[config.mk]
export PLATFORM = sky130hd
export DESIGN_NAME = video_timing_gen
export DESIGN_NICKNAME = d
export VERILOG_FILES = /design/src/rtl/video_timing_gen.sv
export SDC_FILE = /design/constraint.sdc
export NUM_CORES = 1
export LEC_CHECK = 0
export BUFFER_PORTS_ARGS = -buffer_cell sky130_fd_sc_hd__buf_2
export CAP_MARGIN = 25
export CORE_MARGIN = 3
export CORE_UTILIZATION = 59
export DETAILED_ROUTE_END_ITERATION = 6
export PLACE_DENSITY = 0.84
export SKIP_LAST_GASP = 1
export SLEW_MARGIN = 15
export SYNTH_ARGS = -nofsm -noshare
export SYNTH_HDL_FRONTEND = slang
export SYNTH_SLANG_ARGS = --single-unit
[constraint.sdc]
create_clock -name i_Clk -period 4.3 [get_ports i_Clk]
set_clock_uncertainty 0.15 [all_clocks]
set_input_delay 0.215 -clock i_Clk [delete_from_list [all_inputs] [get_ports i_Clk]]
set_output_delay 0.215 -clock i_Clk [all_outputs]
set_load 0.02 [all_outputs]
[src/rtl/video_timing_gen.sv]
// ---------------------------------------------------------------------------
// video_timing_gen
//
// Raster timing generator. It walks a column/row position through each line
// in the order active, front porch, sync, back porch, and through each frame
// in the same order. The line period is H_TOTAL enabled clocks and the frame
// period is V_TOTAL lines. Every output is a register. Each output is decoded
// from the position that the counters are about to hold, so the decode always
// matches the counts presented in the same cycle, with no pipeline lag.
//
// Ports
//   i_Clk         single clock
//   i_Rst_n       synchronous active-low reset
//   i_Pix_En      pixel clock enable; with it low, everything holds
//   i_Restart     jump to the frame origin (0,0); the frame counter holds
//   o_Col_Count   current column (0 = first visible pixel)
//   o_Row_Count   current row    (0 = first visible line)
//   o_Active      current position is visible
//   o_HSync       horizontal sync, asserted level H_SYNC_POL
//   o_VSync       vertical sync, asserted level V_SYNC_POL, full-line width
//   o_Line_Start  column is 0 (level; qualify with i_Pix_En)
//   o_Frame_Start column and row are both 0 (level; qualify with i_Pix_En)
//   o_Frame_Count completed frames, modulo 2^FRAME_W
// ---------------------------------------------------------------------------
module video_timing_gen #(
    parameter int H_ACTIVE   = 640,
    parameter int H_FP       = 16,
    parameter int H_SYNC     = 96,
    parameter int H_BP       = 48,
    parameter int V_ACTIVE   = 480,
    parameter int V_FP       = 10,
    parameter int V_SYNC     = 2,
    parameter int V_BP       = 33,
    parameter int H_SYNC_POL = 0,
    parameter int V_SYNC_POL = 0,
    parameter int CNT_W      = 10,
    parameter int FRAME_W    = 8
) (
    input  logic               i_Clk,
    input  logic               i_Rst_n,
    input  logic               i_Pix_En,
    input  logic               i_Restart,
    output logic [CNT_W-1:0]   o_Col_Count,
    output logic [CNT_W-1:0]   o_Row_Count,
    output logic               o_Active,
    output logic               o_HSync,
    output logic               o_VSync,
    output logic               o_Line_Start,
    output logic               o_Frame_Start,
    output logic [FRAME_W-1:0] o_Frame_Count
);

    localparam int H_TOTAL = H_ACTIVE + H_FP + H_SYNC + H_BP;
    localparam int V_TOTAL = V_ACTIVE + V_FP + V_SYNC + V_BP;

    // Reject geometries the counters cannot represent and zero-width syncs.
    if (H_TOTAL > (1 << CNT_W)) begin : g_bad_h_total
        $error("video_timing_gen: H_TOTAL does not fit in CNT_W bits");
    end
    if (V_TOTAL > (1 << CNT_W)) begin : g_bad_v_total
        $error("video_timing_gen: V_TOTAL does not fit in CNT_W bits");
    end
    if (H_SYNC == 0 || V_SYNC == 0) begin : g_bad_sync
        $error("video_timing_gen: sync widths must be non-zero");
    end

    // The decode compares one bit wider than the counters. A boundary such
    // as the end of sync can equal 2^CNT_W, and that value must not wrap to 0.
    localparam logic [CNT_W:0] H_ACT_X   = (CNT_W+1)'(H_ACTIVE);
    localparam logic [CNT_W:0] H_SYNC_LO = (CNT_W+1)'(H_ACTIVE + H_FP);
    localparam logic [CNT_W:0] H_SYNC_HI = (CNT_W+1)'(H_ACTIVE + H_FP + H_SYNC);
    localparam logic [CNT_W:0] V_ACT_X   = (CNT_W+1)'(V_ACTIVE);
    localparam logic [CNT_W:0] V_SYNC_LO = (CNT_W+1)'(V_ACTIVE + V_FP);
    localparam logic [CNT_W:0] V_SYNC_HI = (CNT_W+1)'(V_ACTIVE + V_FP + V_SYNC);

    localparam logic [CNT_W-1:0] H_LAST = CNT_W'(H_TOTAL - 1);
    localparam logic [CNT_W-1:0] V_LAST = CNT_W'(V_TOTAL - 1);
    localparam logic             HS_ON  = 1'(H_SYNC_POL);
    localparam logic             VS_ON  = 1'(V_SYNC_POL);

    logic [CNT_W-1:0]   r_col;
    logic [CNT_W-1:0]   r_row;
    logic [FRAME_W-1:0] r_frame;
    logic               r_active;
    logic               r_hsync;
    logic               r_vsync;
    logic               r_line_start;
    logic               r_frame_start;

    logic [CNT_W-1:0]   w_col_nxt;
    logic [CNT_W-1:0]   w_row_nxt;
    logic [FRAME_W-1:0] w_frame_nxt;
    logic [CNT_W:0]     w_col_x;
    logic [CNT_W:0]     w_row_x;
    logic               w_active_nxt;
    logic               w_hsync_nxt;
    logic               w_vsync_nxt;

    // Next position. A restart wins over the pixel enable, and reset wins over
    // both, because reset is applied in the register process.
    always_comb begin
        // NOTE: every output of this block is given a hold value first, so no
        // path through the branches can leave one unassigned and infer a latch.
        w_col_nxt   = r_col;
        w_row_nxt   = r_row;
        w_frame_nxt = r_frame;
        if (i_Restart) begin
            w_col_nxt = '0;
            w_row_nxt = '0;
        end else if (i_Pix_En) begin
            if (r_col == H_LAST) begin
                w_col_nxt = '0;
                if (r_row == V_LAST) begin
                    w_row_nxt   = '0;
                    w_frame_nxt = r_frame + FRAME_W'(1);
                end else begin
                    w_row_nxt = r_row + CNT_W'(1);
                end
            end else begin
                w_col_nxt = r_col + CNT_W'(1);
            end
        end
    end

    // Decode the position that the counters are about to take. The decoded
    // flags are then registered on the same edge as the counters.
    always_comb begin
        w_col_x      = {1'b0, w_col_nxt};
        w_row_x      = {1'b0, w_row_nxt};
        w_active_nxt = (w_col_x < H_ACT_X) && (w_row_x < V_ACT_X);
        w_hsync_nxt  = ((w_col_x >= H_SYNC_LO) && (w_col_x < H_SYNC_HI)) ? HS_ON : ~HS_ON;
        w_vsync_nxt  = ((w_row_x >= V_SYNC_LO) && (w_row_x < V_SYNC_HI)) ? VS_ON : ~VS_ON;
    end

    always_ff @(posedge i_Clk) begin
        // NOTE: state is updated with non-blocking assignments. Every register
        // samples its old value on the edge, so the order of statements below
        // does not matter.
        if (!i_Rst_n) begin
            r_col         <= '0;
            r_row         <= '0;
            r_frame       <= '0;
            r_active      <= 1'b1;
            r_hsync       <= ~HS_ON;
            r_vsync       <= ~VS_ON;
            r_line_start  <= 1'b1;
            r_frame_start <= 1'b1;
        end else begin
            r_col         <= w_col_nxt;
            r_row         <= w_row_nxt;
            r_frame       <= w_frame_nxt;
            r_active      <= w_active_nxt;
            r_hsync       <= w_hsync_nxt;
            r_vsync       <= w_vsync_nxt;
            r_line_start  <= (w_col_nxt == '0);
            r_frame_start <= (w_col_nxt == '0) && (w_row_nxt == '0);
        end
    end

    assign o_Col_Count   = r_col;
    assign o_Row_Count   = r_row;
    assign o_Frame_Count = r_frame;
    assign o_Active      = r_active;
    assign o_HSync       = r_hsync;
    assign o_VSync       = r_vsync;
    assign o_Line_Start  = r_line_start;
    assign o_Frame_Start = r_frame_start;

endmodule

==> run summary <==
Number of max-cap violations: 0. The adder-cell share of the synthesized area is 0.0264, and the largest fanout of any net on the critical path is 15. The actual transition at the worst max-transition pin is 0.527 ns. The longest clock path from root to sink contains 2 buffers. The number of instances in the placed design was 286.

The number of flops mapped to enable cells by yosys is 0. The number of hold buffers added after CTS was 0. Setup violations remaining at the end of the flow were counted as 0.

The die is 62.7 um wide. The multiplexer area fraction after synthesis works out to 0.0112. The floorplan step defined a die boundary enclosing 3940 um^2.

STA puts the critical path data arrival time at 2.87 ns. The synthesized netlist occupies a cell area of 1900 um^2. The count of cells along the worst register-to-register path works out to 7.

Setup repair after global routing left no endpoint under its margin. STA puts the critical path data required time at 4.37 ns. The area of the core was 2900 um^2. Counting instances, the worst hold path has a depth of 2. The worst hold path begins at i_Rst_n. The initial antenna violation count came out at 0. The logs give 0 for the number of failing hold endpoints at the final stage and 0.811 for the final weighted congestion in routability-driven placement.

The net count of the finished layout is 259. The endpoint class of the critical path is a flop. The dominant synthesized flop cell was sky130_fd_sc_hd__dfxtp_1. By area the synthesized netlist is led by sky130_fd_sc_hd__dfxtp_1 35%, sky130_fd_sc_hd__and2_1 4.9%, sky130_fd_sc_hd__xnor2_1 4.6%, sky130_fd_sc_hd__and3_1 4.3%, sky130_fd_sc_hd__nor2_1 3.8%.

After synthesis, the largest family of logic cells by area is simple AND/OR/NAND/NOR gates. Using the TritonRoute via totals, the vias-per-cell ratio works out to 5.85. Summing over every cut layer, the via total after detailed routing is 1721. Buffers added to address setup during post-CTS repair amount to 0.

The share of the synthesized area in compound gates (AO/OA/AOI/OAI) is 0.125. TritonCTS built the clock tree. The logs give 1653 for the number of global-route vias before repair and 19 for the floorplan row count.

The synthesized design contains 33 register bits. The aggregate global routing overflow is 0, and the post-route fraction of the period consumed by the critical path is 0.650. After legalization and detailed placement, the total HPWL measured 3170 um. 0 antenna diodes ended up in the layout. The effective utilization at floorplan came out at 0.655. The startpoint of the worst register-to-register path is o_Col_Count[1]$_SDFF_PN0_.

Minimum clock period after layout: 2.80 ns. Before antenna repair, the detailed router went through 4 iterations. For this run, design rule violations remaining after detail routing come to 0. The run gives 358 MHz as the maximum frequency from static timing analysis. In this run, distinct cell masters in the synthesized netlist total 53.

For the sink count of the clock tree, the log shows 33. During synthesis, Yosys emitted a total of 0 warnings. Port buffering added 36 buffers. The mean routed wirelength per cell works out to 14.7 um.

The worst hold path belongs to the class input port to flop. The first global-routing pass estimated 7770 um of wire. The post-synthesis xor/xnor area fraction works out to 0.0830.

Once detail routing completed, the nets flagged for antenna violations numbered 0. After synthesis, the mean cell area works out to 8.56 um^2. The tools report the static power due to leakage as 0.911 nW.

For this design the ratio of total power to cell area is 267 nW/um^2. After routing, the total negative slack on setup checks comes to 0 ns. The run gives 0 as the count of final max-slew check failures. VDD sags by at most 0.194 mV.

The number of non-filler instances in the completed layout is 294. The critical path in this run is classified as flop to flop. The total clock buffers created by CTS was 5.

The hold-critical path endpoint is o_Frame_Start$_SDFF_PN1_. The max-slew headroom at the worst pin was 0.645. Summed over all instances, the cell type with the most area after synthesis is sky130_fd_sc_hd__dfxtp_1. The portion of synthesized cell area occupied by the leading cell type is 0.348, and the proportion of layout cells with a drive suffix above 1 is 0.210. The run finished with clean final reports. Clock latency on the worst-skew pair, taken at its later pin, is 0.34 ns. Entering global routing, the biggest net connects 19 pins.

The layout overhead on the synthesized area is 12.8%, and the global-route usage over all layers is 0.242. Synthesis produced 222 cells. The die is 62.7 um tall. The most common cell after layout, fill and taps aside is sky130_fd_sc_hd__buf_2. The worst setup slack for register-to-register paths is 1.50 ns, and the share of synthesized cell area in and, or, nand and nor gates is 0.354. The routed wire length came out at 4330 um. The first-iteration detailed-routing DRC count was 67. For the top-level I/O count, the log shows 37. The H-tree generated during clock tree synthesis spans 2 levels.

In the layout the commonest cells are 36 x sky130_fd_sc_hd__buf_2, 33 x sky130_fd_sc_hd__dfxtp_1, 19 x sky130_fd_sc_hd__nor2_1. The fraction of registers with async set or reset after synthesis was 0; the sequential area share after synthesis was 0.348. The number of nets in the synthesized netlist is 230.

STA classifies the critical path startpoint as a flop. After clock tree synthesis, the clock-pin slew on the worst setup and hold paths is 0.11 ns. Post-CTS repair changed the size of 0 cells. The end of the worst register-to-register path was o_VSync$_SDFF_PN1_. The clock root buffer master is sky130_fd_sc_hd__clkbuf_4.
[synthesized netlist by cell type (all sizes together), types with 3 or more instances]
cell type / n
dfxtp: 33
nor2: 19
and2: 15
and3: 13
nand3: 11
nand4: 11
xnor2: 10
nand2: 9
buf: 8
o21ai: 8
xor2: 8
a21oi: 7
inv: 7
clkbuf: 6
nor2b: 6
nor3: 6
ha: 4
nor4: 4
a211oi: 3
a311oi: 3
a31oi: 3
[cells by family (layout without fill, tap and decap cells)]
family,count (synthesis),after routing
simple gates,110,110
compound gates,34,34
flops,33,33
buf+inv,21,51
xor+xnor,18,18
fa+ha+maj,4,4
mux,2,2
[worst max-delay path by stage]
stage | startpoint | to | slack, ns | depth (start not counted)
finish | o_Col_Count[1]$_SDFF_PN0_ | o_VSync$_SDFF_PN1_ | 1.50 | 7
global route | o_Col_Count[0]$_SDFF_PN0_ | o_VSync$_SDFF_PN1_ | 1.25 | 7
CTS | o_Col_Count[1]$_SDFF_PN0_ | o_VSync$_SDFF_PN1_ | 1.52 | 7
detailed placement | o_Col_Count[1]$_SDFF_PN0_ | o_VSync$_SDFF_PN1_ | 1.56 | 7
global placement | o_Col_Count[1]$_SDFF_PN0_ | o_VSync$_SDFF_PN1_ | 1.68 | 7
floorplan | o_Col_Count[1]$_SDFF_PN0_ | o_VSync$_SDFF_PN1_ | 1.86 | 8
[worst max-delay path: stages (launching register included)]
cell and delay (ns):
sky130_fd_sc_hd__dfxtp_1 0.43, sky130_fd_sc_hd__ha_1 0.25, sky130_fd_sc_hd__and2_1 0.31, sky130_fd_sc_hd__nand4_2 0.38, sky130_fd_sc_hd__or4_1 0.61, sky130_fd_sc_hd__a21oi_1 0.22, sky130_fd_sc_hd__and4bb_1 0.24, sky130_fd_sc_hd__nand4_1 0.09
[cell type report]
type / count / area [um^2]
Multi-Input combinational cell: 168 / 1140
Clock inverter: 1 / 30.0
Fill cell: 256 / 757
Sequential cell: 33 / 661
Clock buffer: 7 / 55.1
Tap cell: 42 / 52.6
Timing Repair Buffer: 36 / 180
Inverter: 7 / 26.3
[routing by layer]
layer | share of wire | track usage | up-vias
met1 | 0.45 | 0.315 | 781
met3 | 0.057 | 0.0558 | 10
met5 | 0 | 0 | -
met2 | 0.48 | 0.395 | 69
met4 | 0.013 | 0.0799 | 0
li1 | - | - | 861
[sequential cells by signal (all words and copies together), names as in the netlist]
| name | cells |
|---|---|
| o_Row_Count | 10 |
| o_Frame_Start | 1 |
| o_Line_Start | 1 |
| o_Active | 1 |
| o_Col_Count | 10 |
| o_Frame_Count | 8 |
| o_VSync | 1 |
| o_HSync | 1 |
[report_power, final]
part           leakage (nW)  internal, W  switching, W
clock                0.0455     0.000139      0.000105
combinational         0.599   0.00000655     0.0000133
sequential            0.266     0.000307    0.00000110
total                 0.911     0.000452      0.000120
[through the flow]
step / util / power [W] / hold slack [ns] / setup slack, ns / cell area [um^2]
after floorplan: - / 0.000328 / 0.187 / 1.86 / 1900
after global placement: 0.710 / 0.000335 / 0.364 / 1.68 / 2060
after detailed placement: 0.710 / 0.000335 / 0.371 / 1.56 / 2060
after CTS: 0.739 / 0.000574 / 0.0161 / 1.52 / 2140
after global routing: 0.739 / 0.000592 / 0.0270 / 1.25 / 2140
final: 0.739 / 0.000572 / 0.0187 / 1.50 / 2140
No activity file was read; power rests on OpenSTA's default activity.
